<file path="config.mk">
export PLATFORM = sky130hd
export DESIGN_NAME = sw_debounce_sync_flat
export DESIGN_NICKNAME = d
export VERILOG_FILES = /design/src/rtl/sw_debounce_sync_if.sv /design/src/rtl/sw_debounce_sync.sv /design/src/flat_wrapper.sv
export SDC_FILE = /design/constraint.sdc
export NUM_CORES = 1
export LEC_CHECK = 0
export ABC_AREA = 1
export CAP_MARGIN = 20
export CORE_ASPECT_RATIO = 0.9
export CORE_UTILIZATION = 34
export CTS_BUF_LIST = sky130_fd_sc_hd__clkbuf_4 sky130_fd_sc_hd__clkbuf_8
export CTS_CLUSTER_SIZE = 12
export DETAILED_ROUTE_END_ITERATION = 6
export GPL_ROUTABILITY_DRIVEN = 0
export GPL_TIMING_DRIVEN = 0
export PLACE_DENSITY = 0.53
export SETUP_SLACK_MARGIN = 0.1
export SLEW_MARGIN = 5
export SYNTH_ARGS = -nofsm -noshare
export SYNTH_HDL_FRONTEND = slang
export SYNTH_SLANG_ARGS = --single-unit
</file>
<file path="constraint.sdc">
create_clock -name Clk_100M -period 1.6 [get_ports Clk_100M]
set_input_delay 0.16 -clock Clk_100M [delete_from_list [all_inputs] [get_ports Clk_100M]]
set_output_delay 0.16 -clock Clk_100M [all_outputs]
set_load 0.005 [all_outputs]
</file>
<file path="src/rtl/sw_debounce_sync_if.sv">
// rtl/sw_debounce_sync_if.sv - raw switch input and debounced output bundle
// master drives the raw switches, slave is the debouncer.
interface sw_debounce_sync_if #(
   parameter int N = 16
);
   logic [N-1:0] sw_raw;
   logic [N-1:0] sw_db;
   logic         sw_chg;
   logic [N-1:0] sw_rise;
   logic [N-1:0] sw_fall;

   modport master (
      output sw_raw,
      input  sw_db,
      input  sw_chg,
      input  sw_rise,
      input  sw_fall
   );

   modport slave (
      input  sw_raw,
      output sw_db,
      output sw_chg,
      output sw_rise,
      output sw_fall
   );
endinterface

</file>
<file path="src/rtl/sw_debounce_sync.sv">
// rtl/sw_debounce_sync.sv - two-flop sync plus per-bit tick-based debouncer for slide switches
// Optional SW_DB_EDGE_EN builds registered per-bit rise/fall strobes; otherwise they read 0.
module sw_debounce_sync #(
   parameter int N          = 16,
   parameter int TICK_DIV   = 100000,
   parameter int STABLE_CNT = 8
) (
   input logic               Clk_100M,
   input logic               reset,
   sw_debounce_sync_if.slave sw_if
);
   localparam int PW = $clog2(TICK_DIV);
   localparam int CW = $clog2(STABLE_CNT + 1);

   logic [PW-1:0] r_presc;
   logic [N-1:0]  r_sw_s1;
   logic [N-1:0]  r_sw_s2;
   logic [N-1:0]  r_sw_db;
   logic          r_sw_chg;
   logic [CW-1:0] r_cnt [N];

   logic          w_tick;
   logic [N-1:0]  w_db_nxt;
   logic [CW-1:0] w_cnt_nxt [N];

   assign w_tick = (r_presc == PW'(TICK_DIV - 1));

   // A bit only advances while it disagrees; agreeing for one cycle restarts its count.
   always_comb begin
      w_db_nxt = r_sw_db;
      for (int i = 0; i < N; i++) begin
         w_cnt_nxt[i] = r_cnt[i];
         if (r_sw_s2[i] == r_sw_db[i]) begin
            w_cnt_nxt[i] = '0;
         end else if (w_tick) begin
            if (r_cnt[i] == CW'(STABLE_CNT - 1)) begin
               w_db_nxt[i]  = r_sw_s2[i];
               w_cnt_nxt[i] = '0;
            end else begin
               w_cnt_nxt[i] = r_cnt[i] + CW'(1);
            end
         end
      end
   end

   always_ff @(posedge Clk_100M or negedge reset) begin
      if (!reset) begin
         r_presc  <= '0;
         r_sw_s1  <= '0;
         r_sw_s2  <= '0;
         r_sw_db  <= '0;
         r_sw_chg <= 1'b0;
         for (int i = 0; i < N; i++) begin
            r_cnt[i] <= '0;
         end
      end else begin
         r_presc  <= w_tick ? '0 : r_presc + PW'(1);
         r_sw_s1  <= sw_if.sw_raw;
         r_sw_s2  <= r_sw_s1;
         r_sw_db  <= w_db_nxt;
         r_sw_chg <= |(w_db_nxt ^ r_sw_db);
         for (int i = 0; i < N; i++) begin
            r_cnt[i] <= w_cnt_nxt[i];
         end
      end
   end

   assign sw_if.sw_db  = r_sw_db;
   assign sw_if.sw_chg = r_sw_chg;

`ifdef SW_DB_EDGE_EN
   logic [N-1:0] r_sw_rise;
   logic [N-1:0] r_sw_fall;

   always_ff @(posedge Clk_100M or negedge reset) begin
      if (!reset) begin
         r_sw_rise <= '0;
         r_sw_fall <= '0;
      end else begin
         r_sw_rise <= w_db_nxt & ~r_sw_db;
         r_sw_fall <= ~w_db_nxt & r_sw_db;
      end
   end

   assign sw_if.sw_rise = r_sw_rise;
   assign sw_if.sw_fall = r_sw_fall;
`else
   assign sw_if.sw_rise = '0;
   assign sw_if.sw_fall = '0;
`endif
endmodule

</file>
<file path="src/flat_wrapper.sv">
// flat-port wrapper written by rule: the top's interface ports become plain ports
module sw_debounce_sync_flat 
#(
   parameter int N          = 16,
   parameter int TICK_DIV   = 100000,
   parameter int STABLE_CNT = 8
)
  (Clk_100M, reset, sw_if_sw_raw, sw_if_sw_db, sw_if_sw_chg, sw_if_sw_rise, sw_if_sw_fall);
  sw_debounce_sync_if #(.N(N)) sw_if_i ();
  input logic Clk_100M;
  input logic reset;
  input wire logic [$bits(sw_if_i.sw_raw)-1:0] sw_if_sw_raw;
  output wire logic [$bits(sw_if_i.sw_db)-1:0] sw_if_sw_db;
  output wire logic [$bits(sw_if_i.sw_chg)-1:0] sw_if_sw_chg;
  output wire logic [$bits(sw_if_i.sw_rise)-1:0] sw_if_sw_rise;
  output wire logic [$bits(sw_if_i.sw_fall)-1:0] sw_if_sw_fall;
  assign sw_if_i.sw_raw = sw_if_sw_raw;
  assign sw_if_sw_db = sw_if_i.sw_db;
  assign sw_if_sw_chg = sw_if_i.sw_chg;
  assign sw_if_sw_rise = sw_if_i.sw_rise;
  assign sw_if_sw_fall = sw_if_i.sw_fall;
  sw_debounce_sync #(.N(N), .TICK_DIV(TICK_DIV), .STABLE_CNT(STABLE_CNT)) u_core (.Clk_100M(Clk_100M), .reset(reset), .sw_if(sw_if_i));
endmodule
</file>
# [After elaboration in Yosys (flattened, before gate mapping)]
# Cells that the tools add are included.
[op_classes] n_addsub=17 eq_ne=33 n_mux=97 bitwise=1 n_reduce_logical=17
[op_table] cell="2-to-1 mux 4 bit" count=48
[op_table] cell="adder 4 x 1 -> 4 bit, second input constant" count=16
[op_table] cell="equality test 4 x 3 -> 1 bit, second input constant" count=16
[op_table] cell="2-to-1 mux 1 bit" count=48
[op_table] cell="nonzero test 2 bit" count=16
[op_table] cell="adder 17 x 1 -> 17 bit, second input constant" count=1
[op_table] cell="equality test 17 bit, second input constant" count=1
[op_table] cell="2-to-1 mux 17 bit" count=1
[op_table] cell="equality test 1 bit" count=16
[op_table] cell="OR reduction 16 bit" count=1
[op_table] cell="bitwise XOR 16 bit" count=1
[word_totals] regBits=130 inputBits=18 output_inout_bits=49 wordCells=186

# [Longest topological paths before layout]
# Gate-level depths: netlist of the first run.
[depth] ltp_word=6 mapped_depth=11 depth_no_buf=10

# [Least setup slack after synthesis of the first run]
# OpenSTA, ideal clock, no wires.
[synth_path] kind="register -> register" start="register u_core.r_presc[0]" end="register u_core.r_cnt[23] in the netlist's numbering" setup_ns=0.119 t_arrival_ns=1.482 t_required_ns=1.481 path_slack_ns=-0.001 path_stages_with_launch=11 n_path_buf=1 synth_period_minus_slack_ns=1.601 path_cell_list="dfrtp_1 -> ha_1 -> nand3_2 -> nor2_4 -> and2_1 -> nand2_2 -> buf_6 -> nand2_2 -> nand3_1 -> nand3_1 -> nor2_1"
[synth_between] elab_chain_cells=2
[synth_lines] item="start, declared" line="sw_debounce_sync.sv:15" text="logic [PW-1:0] r_presc;"
[synth_lines] item="start signal, assigned" line="sw_debounce_sync.sv:57" text="r_presc <= w_tick ? '0 : r_presc + PW'(1);"
[synth_lines] item="equality test 17 bit" line="sw_debounce_sync.sv:26" text="assign w_tick = (r_presc == PW'(TICK_DIV - 1));"
[synth_lines] item="nonzero test 2 bit (no source line)"
[synth_lines] item="end signal, assigned by index" line="sw_debounce_sync.sv:63" text="r_cnt[i] <= w_cnt_nxt[i];"
[synth_lines] item="end, declared" line="sw_debounce_sync.sv:20" text="logic [CW-1:0] r_cnt [N];"
# Every way passes these cells.
# A chain may end at the register's enable or synchronous reset.

# [Final worst setup path of the first run]
[layout_path] start="register u_core.r_presc[12]" end="register u_core.r_cnt[19] in the netlist's numbering"
# The elaborated chain is that of the path after synthesis.

==> summary.md, run 1 <==
| Metric | Value |
|---|---|
| Inserted Clock Buffers | 17 |
| Hold Path Class | in2reg |
| # fillers | ~1600 |
| Clock slew at reported path FFs | 80 ps |
| Clock tree sinks | 130 |
| Synth cell count leaders | dfrtp_1 (130), inv_1 (98), nand2_1 (76) |
| Clock Skews | a little under 20 ps |
| Share of layout cells above drive strength 1 | 0.298 |
| DR WL met2 | just over 7000 um |
| RSZ-0062 raised after global routing | true |
| Period utilization | 1.10 |
| First-iteration detailed-routing DRC count | a little over 200 |
| 1st-pass router iterations | 5 |
| Vias | 5136 |
| Synthesized area | 6260 um^2 |
| Vias in the first global route | between 4000 and 5000 |
| Total Routing Usage GR | 0.158 |
| Port bufs | 34 |
| Mapped Cells | between 600 and 700 |
| TritonCTS clock tree | built |
| Largest vdd supply drop | about 0.66 mV |
| Initial core utilization | 0.351 |
| Ys Warns | 0 |
| Synth Area per Inst | about 9.0 um^2 |
| Most frequent cell after synthesis | dfrtp_1 |
| Via/cell ratio | ~4.7 |
| Minimum clock period after layout | about 1800 ps |
| Die area | between 15000 and 20000 um^2 |
| WL/cell | 14.1 um |
| I/O Pins | 67 |
| Area leader, netlist | dfrtp_1 |
| Largest net degree at the start of global routing | 76 |
| H-tree levels | 4 |
| Critical Path AT | about 2100 ps |
| Max layer used | met4 |
| Final net count | roughly 900 |
| Core box area | between 15000 and 20000 um^2 |
| Register area share after synthesis | 0.520 |
| Fmax | approximately 570 MHz |
| HPWL Detailed | around 9000 um |
| Synth top area share | 0.520 |
| First-pass GRT wire length | roughly 23000 um |
| # diodes | 0 |
| Worst EP required | 1950 ps |
| Die height | roughly 130 um |
| Initial antenna violation count | 0 |
| Placement row count | 46 |
| Remaining global-route overflow | 0 |
| Post-route worst setup slack | -156 ps |
| Met3 WL | roughly 800 um |
| Yosys reg bits | 130 |
| Setup violators final | between 70 and 80 |
| Fin. max-slew vios | 0 |
| Final Hold Viols | 0 |
| Max_slew headroom | 0.533 |
| Leakage Power | between 4 and 5 nW |
| Main area contributors after synthesis | dfrtp_1 (52%), inv_1 (5.9%), nand2_1 (4.6%) |
| Status | finished with violations |
| Slew at the pin with the worst max-slew slack | ~700 ps |
| Number of flops mapped to enable cells by yosys | 0 |
| Post-DRT Antenna Nets | 0 |
| Violated checks | setup timing |
| Max Fanout on Critical Path | 7 |
| Area growth from synthesis to final layout | 39.9% |
| Routed WL | roughly 15000 um |
| Cell Area, Placed | around 7200 um^2 |
| Crit start category | register |
| Async S/R FF share, synth | 1.00 |
| Endpoint class of the critical path | register |
| Met1 wire length | 6850 um |
| Clock root buffer | clkbuf_8 |
| Unique masters post-synth | 34 |
| Maxcap violations | 0 |
| Power Density | roughly 770 nW/um^2 |
| Top FF cell, synth | dfrtp_1 |
| Overall power | roughly 6.7 mW |
| Final non-filler cell area | a little under 9000 um^2 |
| Maximum buffer depth of the clock tree | 2 |
| Drt drc | 0 |
| Die W | around 140 um |
| Sequential cell area | 3260 um^2 |
| Crit Path Category | reg2reg |
| Area of the multi-input gates | approximately 3000 um^2 |
| Clock insertion delay at the later pin of the skew report | 460 ps |
[cell usage in the layout, fill, tap and decap left out, drive strengths merged]
cell | synthesis | routed
a211oi | 1 | 1
o21ai | 50 | 50
clkinv | 0 | 9
clkbuf | 1 | 26
clkdlybuf4s50 | 0 | 17
buf | 42 | 96
dlygate4sd2 | 0 | 12
mux2i | 16 | 16
xor2 | 7 | 7
o22ai | 1 | 1
bufinv | 0 | 2
xnor2 | 14 | 14
o21a | 2 | 2
inv | 101 | 102
nand4 | 18 | 18
o211ai | 1 | 1
ha | 17 | 17
nor4 | 1 | 1
or2 | 1 | 1
o31ai | 2 | 2
nand2 | 92 | 92
nand3 | 56 | 56
nor2 | 72 | 72
dfrtp | 130 | 130
and2 | 1 | 1
a31oi | 2 | 2
a21oi | 32 | 32
dlygate4sd3 | 0 | 1
dlymetal6s2s | 0 | 4
nor3 | 35 | 35
conb | 1 | 32
[power breakdown]
group	internal (mW)	switching [mW]	total [mW]
registers	3.36	0.0580	3.42
clock network	1.46	1.35	2.82
logic	0.211	0.279	0.490
[path summary, 6_finish.rpt]
path / start / to / slack (ps) / cells after the start
min in group asynchronous: reset / u_core.r_sw_s1[1]$_DFF_PN0_ / 300 / 2
worst min register to register: u_core.r_sw_s1[3]$_DFF_PN0_ / u_core.r_sw_s2[3]$_DFF_PN0_ / 350 / 0
worst max register to register: u_core.r_presc[12]$_DFF_PN0_ / u_core.r_cnt[19]$_DFFE_PN0P_ / -160 / 10
max in group asynchronous: reset / u_core.r_presc[2]$_DFF_PN0_ / 540 / 3
worst min-delay path: sw_if_sw_raw[11] / u_core.r_sw_s1[11]$_DFF_PN0_ / 130 / 1
worst max-delay path: u_core.r_presc[12]$_DFF_PN0_ / u_core.r_cnt[19]$_DFFE_PN0P_ / -160 / 10
[state kept, by name, indices dropped and copies added (netlist names)]
name,count
u_core.r_presc,17
u_core.r_sw_s2,16
u_core.sw_if.sw_db,16
u_core.r_cnt,64
u_core.r_sw_s1,16
u_core.sw_if.sw_chg,1
[per-stage QoR]
stage	cells	hold slack (ps)	setup TNS [ps]	utilization	setup WS [ps]
3_5_place_dp	1002	248	-20810	0.402	-520
6_report	1092	129	-5360	0.491	-156
5_1_grt	1092	118	-12510	0.491	-234
4_1_cts	1075	112	-6330	0.451	-139
2_1_floorplan	727	-136	0	-	66.7
3_3_place_gp	1001	334	-654660	0.400	-4910
[worst max-delay path, cell delays in order (launching register included)]
cell and delay [ps]:
dfrtp_1 400, nor2_2 160, nand2_2 80, nor2_4 200, and2_4 210, nand2_8 100, clkbuf_16 220, nand2_8 90
nand3_2 70, nand3_2 70, nor2_1 50
[cell type report]
cell class | count | area share
Sequential cell | 130 | 0.372
Inverter | 101 | 0.0447
Clock buffer | 19 | 0.0299
Tap cell | 240 | 0.0343
Timing Repair Buffer | 94 | 0.111
Buffer | 43 | 0.0483
Clock inverter | 12 | 0.0152
Multi-Input combinational cell | 453 | 0.345
[routing by layer]
| layer | vias to the layer above | global-route usage |
|---|---|---|
| li1 | 2507 | - |
| met1 | 2446 | 0.200 |
| met3 | 42 | 0.0337 |
| met4 | 0 | 0.0857 |
| met2 | 141 | 0.256 |
| met5 | - | 0 |
[cell families (layout without fill, tap and decap cells)]
| kind of cell | count (synthesis) | in the layout | share of synthesized area |
|---|---|---|---|
| AND/OR/NAND/NOR | 276 | 276 | 0.203 |
| buffers and inverters | 144 | 269 | 0.111 |
| flip-flops | 130 | 130 | 0.520 |
| AO/OA/AOI/OAI | 91 | 91 | 0.0766 |
| XOR/XNOR | 21 | 21 | 0.0294 |
| adder cells (fa/ha/maj) | 17 | 17 | 0.0340 |
| multiplexers | 16 | 16 | 0.0256 |
| other | 1 | 32 | 0.000599 |
[timing repair]
action,CTS,global route
endpoints found under the setup margin,111,99
hold buffers,1,0
gates resized for setup,45,144
pin swaps,32,28
buffers inserted,39,13
gates cloned,2,6
hold endpoints to repair,74,0
No activity file was read; power rests on OpenSTA's default activity.
==> inputs of run 2 (changes only) <==
--- a/config.mk
+++ b/config.mk
@@ -6,7 +6,7 @@
 export NUM_CORES = 1
 export LEC_CHECK = 0
 export ABC_AREA = 1
-export CAP_MARGIN = 20
+export CAP_MARGIN = 10
 export CORE_ASPECT_RATIO = 0.9
 export CORE_UTILIZATION = 34
 export CTS_BUF_LIST = sky130_fd_sc_hd__clkbuf_4 sky130_fd_sc_hd__clkbuf_8
==> results of run 2 <==
The final DEF is identical to that of run 1; final timing and power are the same.
